===== src/rtl/huff_pkg.sv =====
// Shared types and canonical-code tables for the Huffman stream decoder.
// Tables are indexed by codeword length (1..CODE_LEN); the symbol order maps canonical rank to value.
package huff_pkg;

  localparam int unsigned CODE_LEN = 9;
  localparam int unsigned SYM_W    = 4;
  localparam int unsigned LEN_W    = 4;

  typedef enum logic [1:0] {
    ST_FILL,
    ST_DECODE,
    ST_ERR
  } state_e;

  // First canonical code of each length (length 2 is empty, value only keeps the sequence canonical)
  localparam logic [CODE_LEN-1:0] FIRST_CODE [1:CODE_LEN] = '{
    9'd0, 9'd2, 9'd4, 9'd12, 9'd28, 9'd60, 9'd124, 9'd252, 9'd508
  };

  localparam logic [CODE_LEN-1:0] CODE_COUNT [1:CODE_LEN] = '{
    9'd1, 9'd0, 9'd2, 9'd2, 9'd2, 9'd2, 9'd2, 9'd2, 9'd3
  };

  localparam logic [SYM_W-1:0] BASE_IDX [1:CODE_LEN] = '{
    4'd0, 4'd1, 4'd1, 4'd3, 4'd5, 4'd7, 4'd9, 4'd11, 4'd13
  };

  localparam logic signed [SYM_W-1:0] SYM_ORDER [0:15] = '{
    4'sd0,  4'sd1, -4'sd1, 4'sd2, -4'sd2, 4'sd3, -4'sd3, 4'sd4,
    -4'sd4, 4'sd5, -4'sd5, 4'sd6, -4'sd6, 4'sd7, -4'sd7, -4'sd8
  };

endpackage


===== src/rtl/huff_code_match.sv =====
// Combinational canonical-code matcher: finds the codeword at the head of the bit buffer.
// Only the first avail_i head bits are considered present.
module huff_code_match
  import huff_pkg::*;
#(
  parameter int unsigned CNT_W = 5
) (
  input  logic [CODE_LEN-1:0]     head_i,
  input  logic [CNT_W-1:0]        avail_i,
  output logic [LEN_W-1:0]        len_o,
  output logic signed [SYM_W-1:0] sym_o,
  output logic                    valid_o,
  output logic                    invalid_o
);

  logic [CODE_LEN-1:0] code;
  logic [SYM_W-1:0]    idx;
  logic                hit;

  // Shortest-first search; the code is prefix-free so at most one length hits
  always_comb begin
    len_o = '0;
    sym_o = '0;
    code  = '0;
    idx   = '0;
    hit   = 1'b0;
    for (int unsigned l = 1; l <= CODE_LEN; l++) begin
      code = head_i >> (CODE_LEN - l);
      if (!hit && (32'(avail_i) >= l) &&
          ((code - FIRST_CODE[l]) < CODE_COUNT[l])) begin
        hit   = 1'b1;
        len_o = LEN_W'(l);
        idx   = BASE_IDX[l] + SYM_W'(code - FIRST_CODE[l]);
        sym_o = SYM_ORDER[idx];
      end
    end
  end

  assign valid_o   = hit;
  assign invalid_o = (32'(avail_i) >= CODE_LEN) && (head_i == '1);

endmodule


===== src/rtl/huff_stream_decoder.sv =====
// Streaming canonical Huffman decoder: variable-length chunks in, one signed symbol per cycle out.
// Define HUFF_SYMCNT_EN to add the 16-bit output-handshake counter sym_count.
module huff_stream_decoder
  import huff_pkg::*;
#(
  parameter int unsigned IN_W     = 4,
  parameter int unsigned MAX_CODE = 9,
  parameter int unsigned BUF_W    = 16
) (
  input  logic                       clk,
  input  logic                       reset,
  input  logic                       sValid,
  output logic                       sReady,
  input  logic [IN_W-1:0]            in_bits,
  input  logic [$clog2(IN_W+1)-1:0]  in_len,
  output logic signed [SYM_W-1:0]    decodedData,
  output logic                       tvalid,
  input  logic                       tready,
  output logic                       err
`ifdef HUFF_SYMCNT_EN
  ,
  output logic [15:0]                sym_count
`endif
);

  localparam int unsigned LEN_IN_W = $clog2(IN_W + 1);
  localparam int unsigned CNT_W    = $clog2(BUF_W + 1);

  if (BUF_W < MAX_CODE + IN_W) begin : g_buf_too_small
    $error("huff_stream_decoder: BUF_W must be at least MAX_CODE + IN_W");
  end
  if (MAX_CODE < CODE_LEN) begin : g_code_too_short
    $error("huff_stream_decoder: MAX_CODE must cover the 9-bit codewords");
  end

  state_e                   state_q, state_d;
  logic [BUF_W-1:0]         buf_q, buf_d;
  logic [CNT_W-1:0]         cnt_q, cnt_d;
  logic signed [SYM_W-1:0]  data_q, data_d;
  logic                     tvalid_q, tvalid_d;
  logic                     err_q, err_d;

  logic [LEN_IN_W-1:0]      len_in;
  logic [IN_W-1:0]          in_masked;
  logic                     accept;
  logic                     consume;
  logic [BUF_W-1:0]         shifted;
  logic [CNT_W-1:0]         cnt_after;
  logic [CNT_W-1:0]         ins_sh;

  logic [LEN_W-1:0]         cur_len, nxt_len;
  logic signed [SYM_W-1:0]  cur_sym, nxt_sym;
  logic                     cur_valid, nxt_valid;
  logic                     cur_invalid, nxt_invalid;
  logic                     match_unused;

  // Head of the registered buffer drives decode
  huff_code_match #(.CNT_W(CNT_W)) u_cur_match (
    .head_i    (buf_q[BUF_W-1 -: CODE_LEN]),
    .avail_i   (cnt_q),
    .len_o     (cur_len),
    .sym_o     (cur_sym),
    .valid_o   (cur_valid),
    .invalid_o (cur_invalid)
  );

  // Head of the next buffer classifies the next state
  huff_code_match #(.CNT_W(CNT_W)) u_nxt_match (
    .head_i    (buf_d[BUF_W-1 -: CODE_LEN]),
    .avail_i   (cnt_d),
    .len_o     (nxt_len),
    .sym_o     (nxt_sym),
    .valid_o   (nxt_valid),
    .invalid_o (nxt_invalid)
  );

  assign match_unused = ^{cur_valid, nxt_len, nxt_sym};

  assign sReady = (32'(cnt_q) + IN_W <= BUF_W) && (state_q != ST_ERR) && !reset;

  // Clamp the chunk length and zero any bits above it
  always_comb begin
    len_in    = (32'(in_len) > IN_W) ? LEN_IN_W'(IN_W) : in_len;
    in_masked = '0;
    for (int unsigned i = 0; i < IN_W; i++) begin
      in_masked[i] = in_bits[i] && (i < 32'(len_in));
    end
  end

  // Buffer is MSB-aligned: consume shifts the head out, appended bits land right behind the survivors
  always_comb begin
    buf_d     = buf_q;
    cnt_d     = cnt_q;
    data_d    = data_q;
    tvalid_d  = tvalid_q;
    shifted   = buf_q;
    cnt_after = cnt_q;
    ins_sh    = '0;
    accept    = sValid && sReady;
    consume   = (state_q == ST_DECODE) && (!tvalid_q || tready);

    if (tvalid_q && tready) begin
      tvalid_d = 1'b0;
    end
    if (consume) begin
      data_d    = cur_sym;
      tvalid_d  = 1'b1;
      shifted   = buf_q << cur_len;
      cnt_after = cnt_q - CNT_W'(cur_len);
    end

    buf_d = shifted;
    cnt_d = cnt_after;
    if (accept) begin
      ins_sh = CNT_W'(BUF_W) - cnt_after - CNT_W'(len_in);
      buf_d  = shifted | (BUF_W'(in_masked) << ins_sh);
      cnt_d  = cnt_after + CNT_W'(len_in);
    end
  end

  always_comb begin
    state_d = state_q;
    err_d   = err_q;
    case (state_q)
      ST_FILL, ST_DECODE: begin
        if (nxt_invalid || cur_invalid) begin
          state_d = ST_ERR;
          err_d   = 1'b1;
        end else if (nxt_valid) begin
          state_d = ST_DECODE;
        end else begin
          state_d = ST_FILL;
        end
      end
      ST_ERR:  state_d = ST_ERR;
      default: state_d = ST_FILL;
    endcase
  end

  always_ff @(posedge clk or posedge reset) begin
    if (reset) begin
      state_q <= ST_FILL;
      err_q   <= 1'b0;
    end else begin
      state_q <= state_d;
      err_q   <= err_d;
    end
  end

  always_ff @(posedge clk or posedge reset) begin
    if (reset) begin
      buf_q    <= '0;
      cnt_q    <= '0;
      data_q   <= '0;
      tvalid_q <= 1'b0;
    end else begin
      buf_q    <= buf_d;
      cnt_q    <= cnt_d;
      data_q   <= data_d;
      tvalid_q <= tvalid_d;
    end
  end

  assign decodedData = data_q;
  assign tvalid      = tvalid_q;
  assign err         = err_q;

`ifdef HUFF_SYMCNT_EN
  logic [15:0] sym_cnt_q;

  always_ff @(posedge clk or posedge reset) begin
    if (reset) begin
      sym_cnt_q <= '0;
    end else if (tvalid_q && tready) begin
      sym_cnt_q <= sym_cnt_q + 16'd1;
    end
  end

  assign sym_count = sym_cnt_q;
`endif

endmodule


===== config.mk =====
export PLATFORM = sky130hd
export DESIGN_NAME = huff_stream_decoder
export DESIGN_NICKNAME = d
export VERILOG_FILES = /design/src/rtl/huff_pkg.sv /design/src/rtl/huff_code_match.sv /design/src/rtl/huff_stream_decoder.sv
export SDC_FILE = /design/constraint.sdc
export NUM_CORES = 1
export LEC_CHECK = 0
export CAP_MARGIN = 20
export CORE_ASPECT_RATIO = 1.1
export CORE_MARGIN = 8
export CORE_UTILIZATION = 50
export CTS_BUF_LIST = sky130_fd_sc_hd__clkbuf_8
export DETAILED_ROUTE_END_ITERATION = 8
export HOLD_SLACK_MARGIN = 0.1
export PLACE_DENSITY_LB_ADDON = 0.3
export SKIP_LAST_GASP = 1
export SLEW_MARGIN = 20
export SYNTH_ARGS = -nofsm -noshare
export SYNTH_HDL_FRONTEND = slang
export SYNTH_SLANG_ARGS = --single-unit

===== constraint.sdc =====
create_clock -name clk -period 10.8 [get_ports clk]
set_clock_uncertainty 0.15 [all_clocks]
set_input_delay 1.62 -clock clk [delete_from_list [all_inputs] [get_ports clk]]
set_output_delay 1.62 -clock clk [all_outputs]
set_load 0.05 [all_outputs]

Word-level counts from Yosys, hierarchy flattened
Memories as Yosys holds them, arrays and structs flattened. Cells that the tools add are included.

Memory bits (writable): 0. Latch bits: 0. Output and inout bits: 7. Register bits after elaboration: 29. Input bits: 11. Bits in read-only memories: 576. Logic and storage cells: 244. Memories: 9.

Divide/modulo/power cells: 0. $add $sub $neg: 29. Muxes and demuxes: 63. Multipliers: 0. Bitwise logic cells: 10. Reductions and logical operators: 69. Equal/unequal tests: 5. Shift operators: 2. Magnitude comparators: 51.

Memory list: (name not given) (depth 16, bits a word 4, rd ports 1, clocked after memory_dff 0, wr ports 0, line huff_code_match.sv:34) `sym_o = SYM_ORDER[idx];`; (name not given) (depth 16, bits a word 4, rd ports 1, clocked after memory_dff 0, wr ports 0, line huff_code_match.sv:34); (name not given) (depth 16, bits a word 4, rd ports 1, clocked after memory_dff 0, wr ports 0, line huff_code_match.sv:34); (name not given) (depth 16, bits a word 4, rd ports 1, clocked after memory_dff 0, wr ports 0, line huff_code_match.sv:34); (name not given) (depth 16, bits a word 4, rd ports 1, clocked after memory_dff 0, wr ports 0, line huff_code_match.sv:34); (name not given) (depth 16, bits a word 4, rd ports 1, clocked after memory_dff 0, wr ports 0, line huff_code_match.sv:34); 3 more memories.

Operators by type and width (number): 2-to-1 mux 4 bit (35); < comparator 9 x 2 -> 1 bit, second input constant (14); >= comparator 5 bit, second input constant (9); logical AND 1 bit (45); >= comparator 5 x 3 -> 1 bit, second input constant (8); NOT 4 -> 5 bit (8); 2-to-1 mux 16 bit (2); 2-to-1 mux 1 bit (21); >= comparator 5 x 2 -> 1 bit, second input constant (4); >= comparator 5 x 4 -> 1 bit, second input constant (4); equality test 9 bit, second input constant (2); logical NOT 1 bit (18); < comparator 9 x 1 -> 1 bit, second input constant (2); subtractor 8 x 8 -> 9 bit, second input constant (2); subtractor 9 bit, second input constant (2); OR 16 bit (1); << shifter 16 x 4 -> 16 bit (1); << shifter 4 x 5 -> 16 bit (1); subtractor 7 x 7 -> 8 bit, second input constant (2); subtractor 6 x 6 -> 7 bit, second input constant (2); adder 4 bit, first input constant (3); subtractor 5 x 5 -> 6 bit, second input constant (2); >= comparator 5 x 1 -> 1 bit, second input constant (2); 2-to-1 mux 5 bit (2); other kinds (28) (37).

Depth between registers and ports, before layout
Depth after elaboration: 80. Gate-level depth with buffers: 37. Gate-level depth less buffers: 34.

By module
Synthesis repeated with hierarchy kept, for this count alone.

Cells, all modules: 840. Area total of the unflattened synthesis: 6451.2 um^2.

Modules (own cells, without submodules): huff_stream_decoder (cells each 322, area an instance 2566.2 um^2, instances 1, seq. area each 725.7 um^2); huff_code_match at u_cur_match (cells each 265, area an instance 1944.4 um^2, instances 1, seq. area each 0.0 um^2); huff_code_match at u_nxt_match (cells each 253, area an instance 1940.6 um^2, instances 1, seq. area each 0.0 um^2).

Worst setup path before layout
No wires, ideal clock.

Kind: register -> register. Start: register buf_q[11]. End: register state_q[0]. Clock period less this slack: 7252 ps. Path slack: 3548 ps. Path buffers: 3. Stages on the path, launching flop included: 35. Required time: 10526 ps. Setup time: 124 ps. Arrival time: 6978 ps. Cell sequence: dfrtp_1 buf_1 inv_1 ha_1 inv_1 ha_1 nand3_1 or4_4 o22ai_1 a21oi_4 inv_2 buf_4 ha_1 inv_1 fa_1 mux2i_1 inv_1 ha_1 inv_1 fa_1 nand2_1 o21ai_0 a21oi_1 xnor2_1 mux2i_1 clkbuf_1 nor4b_1 a221oi_2 o21ai_2 ha_1 and4b_1 a31oi_1 o21ai_0 a21o_1 o31a_1.

Elaborated cells on any way between the ends: 111. Classes of those cells: add/sub: 17; order compare: 23; eq/ne: 2; shift: 2; mux: 25; bitwise: 1; reduce/logical: 41.

RTL lines: start, declared (line huff_stream_decoder.sv:37) `logic [BUF_W-1:0] buf_q, buf_d;`; start signal, assigned (line huff_stream_decoder.sv:157) `buf_q <= buf_d;`; subtractor 5 x 5 -> 6 bit (line huff_code_match.sv:30) `((code - FIRST_CODE[l]) < CODE_COUNT[l])) begin`; < comparator 9 x 2 -> 1 bit (line huff_code_match.sv:30); logical AND 1 bit (line huff_code_match.sv:29) `if (!hit && (32'(avail_i) >= l) &&`; 2-to-1 mux 1 bit (line huff_code_match.sv:29); logical NOT 1 bit (line huff_code_match.sv:29); logical AND 1 bit (2 in a row) (line huff_code_match.sv:29); 2-to-1 mux 1 bit (line huff_code_match.sv:29); logical NOT 1 bit (line huff_code_match.sv:29); (+18 left out); via buf_d[11] (line huff_stream_decoder.sv:37); (+15 left out); 2-to-1 mux 1 bit (line huff_code_match.sv:29); logical NOT 1 bit (line huff_code_match.sv:29); logical AND 1 bit (2 in a row) (line huff_code_match.sv:29); 2-to-1 mux 1 bit (line huff_code_match.sv:29); 2-to-1 mux 1 bit (line huff_stream_decoder.sv:129) `end else if (nxt_valid) begin`; 2-to-1 mux 2 bit (*) (line huff_stream_decoder.sv:126) `if (nxt_invalid || cur_invalid) begin`; case mux 2 bit (2 select lines) (*) (line huff_stream_decoder.sv:124) `case (state_q)`; via state_d[0] (line huff_stream_decoder.sv:36) `state_e state_q, state_d;`; end signal, assigned (line huff_stream_decoder.sv:145) `state_q <= state_d;`; end, declared (line huff_stream_decoder.sv:36).

The timed path passes the listed nets; every way through them passes the cells marked *. A chain may end at the register's enable or synchronous reset.

Final worst setup path
Start: register buf_q[11]. End: register state_q[0].

Elaborated cells on any way between the ends: 111. Classes of those cells: add/sub: 17; order compare: 23; eq/ne: 2; shift: 2; mux: 25; bitwise: 1; reduce/logical: 41.

RTL lines (line): subtractor 5 x 5 -> 6 bit (huff_code_match.sv:30); < comparator 9 x 2 -> 1 bit (huff_code_match.sv:30); logical AND 1 bit (huff_code_match.sv:29); 2-to-1 mux 1 bit (huff_code_match.sv:29); logical NOT 1 bit (huff_code_match.sv:29); logical AND 1 bit (2 in a row) (huff_code_match.sv:29); 2-to-1 mux 1 bit (huff_code_match.sv:29); logical NOT 1 bit (huff_code_match.sv:29); (+18 left out); via buf_d[13] (huff_stream_decoder.sv:37); (+23 left out); 2-to-1 mux 1 bit (huff_code_match.sv:29); logical NOT 1 bit (huff_code_match.sv:29); logical AND 1 bit (2 in a row) (huff_code_match.sv:29); 2-to-1 mux 1 bit (huff_code_match.sv:29); 2-to-1 mux 1 bit (huff_stream_decoder.sv:129); 2-to-1 mux 2 bit (*) (huff_stream_decoder.sv:126); case mux 2 bit (2 select lines) (*) (huff_stream_decoder.sv:124); via state_d[0] (huff_stream_decoder.sv:36).

Marks and branches as above.

==> flow_metrics.tcl <==
set metrics [dict create \
    critPathKind "register to register" \
    ant_nets 0 \
    antenna_found_initial 0 \
    cts.htree.levels 2 \
    cts_buffer_depth 2 \
    critPathSlowestCell "dfrtp_1" \
    ys_seq_elements 29 \
    ctsResizeCount 0 \
    port_buffers 17 \
    cp_max_fo 19 \
    final_max_slew_viol_count 0 \
    firstDrtPassIters 5 \
    synth_compound_area_frac 0.2570 \
    cts_made_buffers 5 \
    clk_pin_slew_ns 0.06 \
    async_reset_ff_frac 1.000 \
    setup_viol 0 \
    num_vias 4642 \
    hold_path.class "register to register" \
    crit_path_start_kind "register" \
    cp_common_cell "inv_1" \
    yosysWarnings 0 \
    track_usage 0.2108 \
    synth_edf_count 0 \
    synth_top_area_frac 0.1481 \
    area_delta_synth_final_pct 5.670 \
    max_cap_viol_count 0 \
    row_count 38 \
    drt_iter0_drc 404 \
    crit_path_start "buf_q[11]" \
    grt_overflow 0 \
    synthSimpleGateAreaFrac 0.2020 \
    synthCells 621 \
    dieArea_sq_um 13220 \
    crit_required_ns 10.83 \
    rsz0062_at_grt "false" \
    start_util 0.5050 \
    clock_sinks 29 \
    die_x_microns 110.4 \
    clock.fmax_mhz 116.6 \
    seq_area_frac_synth 0.1481 \
    routabilityCongestion 0.9255 \
    synthesis.nets 693 \
    finalHoldViolations 0 \
    synth_mux_area_frac 0.07663 \
    synth_adder_area_share 0.1627 \
    final_cell_mix "ha_1, nand2_1, nor2_1, inv_1, a21oi_1" \
    r2r_cells 33 \
    core_area_sq_um 9699 \
    cts-hold-fix-buffers 0 \
    synthTopCellsByArea "dfrtp_1, ha_1, mux2i_1, xnor2_1, a21oi_1" \
    n_fill_cell 953 \
    yosysTopAreaCell "dfrtp_1" \
    synthXorXnorAreaFrac 0.08582 \
    drive_gt1_frac 0.06634 \
    period_needed_ns 8.575 \
    post_cts_buffers 0 \
    max_stage_delay_ns 0.81 \
    wirelength_microns 13670 \
    die_h_microns 119.8 \
    grt_pass1_vias 4562 \
    drc 0 \
    crit_end "state_q[0]" \
    dp_hpwl_microns 10600 \
    avgSynthCellArea_sq_um 7.888 \
    reg2reg_to "state_q[0]" \
    cp_data_arrival_time_ns 8.61 \
    root_buffer "clkbuf_8" \
    r2r_start "buf_q[11]" \
    antenna_cells 0 \
    status "finished clean" \
    final_common_cell "ha_1" \
    slew_headroom 0.2731 \
    grt_max_degree 27 \
    insertion_delay_ns 0.30 \
    reg2reg_slack_ns 2.23 \
    final.period_utilization 0.7940 \
    tritoncts "done" \
    end_kind "register" \
    grt_pass1_wl_microns 22670 \
    fin_tns_setup_ns 0 \
    viasPerCell 6.290 \
    ys_types 83 \
    worstMarginPinSlew_ns 1.087 \
    final_nets 689 \
    io-pin-count 18 \
    synth_top_family_by_area "compound AO/OA/AOI/OAI gates" \
    wl_per_cell_microns 18.53 \
    syn_area_sq_um 4898 \
    synthFlopType "dfrtp_1" \
]
## logic make-up after synthesis
| group | Yosys count |
|---|---|
| fa+ha+maj | 62 |
| buf+inv | 75 |
| compound gates | 176 |
| mux | 37 |
| xor+xnor | 48 |
| flops | 29 |
| simple gates | 194 |
## flip-flops by register name, indices dropped and copies added (netlist names)
register,cells
buf_q,16
tvalid,1
err,1
state_q,2
cnt_q,5
decodedData,4
## critical path, delay by kind of cell (launching register included)
kind	cells	cell delay (ns)
and+or+nand+nor	6	1.10
xor gates and xnor gates	1	0.15
AOI/OAI and AO/OA	10	1.88
buffers and inverters	7	1.05
DFF	1	0.81
muxes	2	1.07
adders and majority gates	7	2.20
## Yosys cell counts (all sizes together), types with 12 or more instances
cell and number:
ha 58, nand2 50, nor2 49, inv 44, a21oi 41, mux2i 33
o21ai 32, dfrtp 29, xnor2 29, nor3 24, buf 19, xor2 19
o22ai 17, nand3 15, a31oi 12, clkbuf 12
## metal layers
metal | vias up | part of all wire | global-route usage
met5 | - | 0 | 0
met4 | 0 | 0.023 | 0.07840
met3 | 26 | 0.039 | 0.02574
met2 | 147 | 0.50 | 0.3654
met1 | 2207 | 0.44 | 0.2566
li1 | 2262 | - | -
## per-stage QoR
step	utilization	worst slack [ns]	cell area, sq um	hold slack [ns]	std cells
2_1_floorplan	-	3.548	4898	0.3166	621
3_3_place_gp	0.5232	2.583	5075	0.3099	730
3_5_place_dp	0.5232	2.302	5075	0.3117	730
4_1_cts	0.5337	2.269	5176	0.3295	738
5_1_grt	0.5337	1.651	5176	0.3592	738
6_report	0.5337	2.225	5176	0.3243	738
## cell type report
type                    instances  area [sq um]  area share
well taps                     120         150.1     0.02901
flip-flops and latches         29         725.7      0.1402
clock inverters                 1         5.005   0.0009669
multi-input cells             517          3841      0.7421
repair buffers                 20         192.7     0.03723
clock buffers                   7         96.34     0.01861
inverters                      44         165.2     0.03191
## worst min-delay path by stage
stage	cells past startpoint	to	start	slack [ns]
2_1_floorplan	1	state_q[1]	state_q[0]	0.32
3_3_place_gp	1	err	err	0.31
3_5_place_dp	1	err	err	0.31
4_1_cts	1	err	err	0.33
5_1_grt	1	err	err	0.36
6_report	1	err	err	0.32
Power is left out: the tool's default activity adds up to more than one toggle a clock period on the data nets, which glitch-free logic cannot reach.
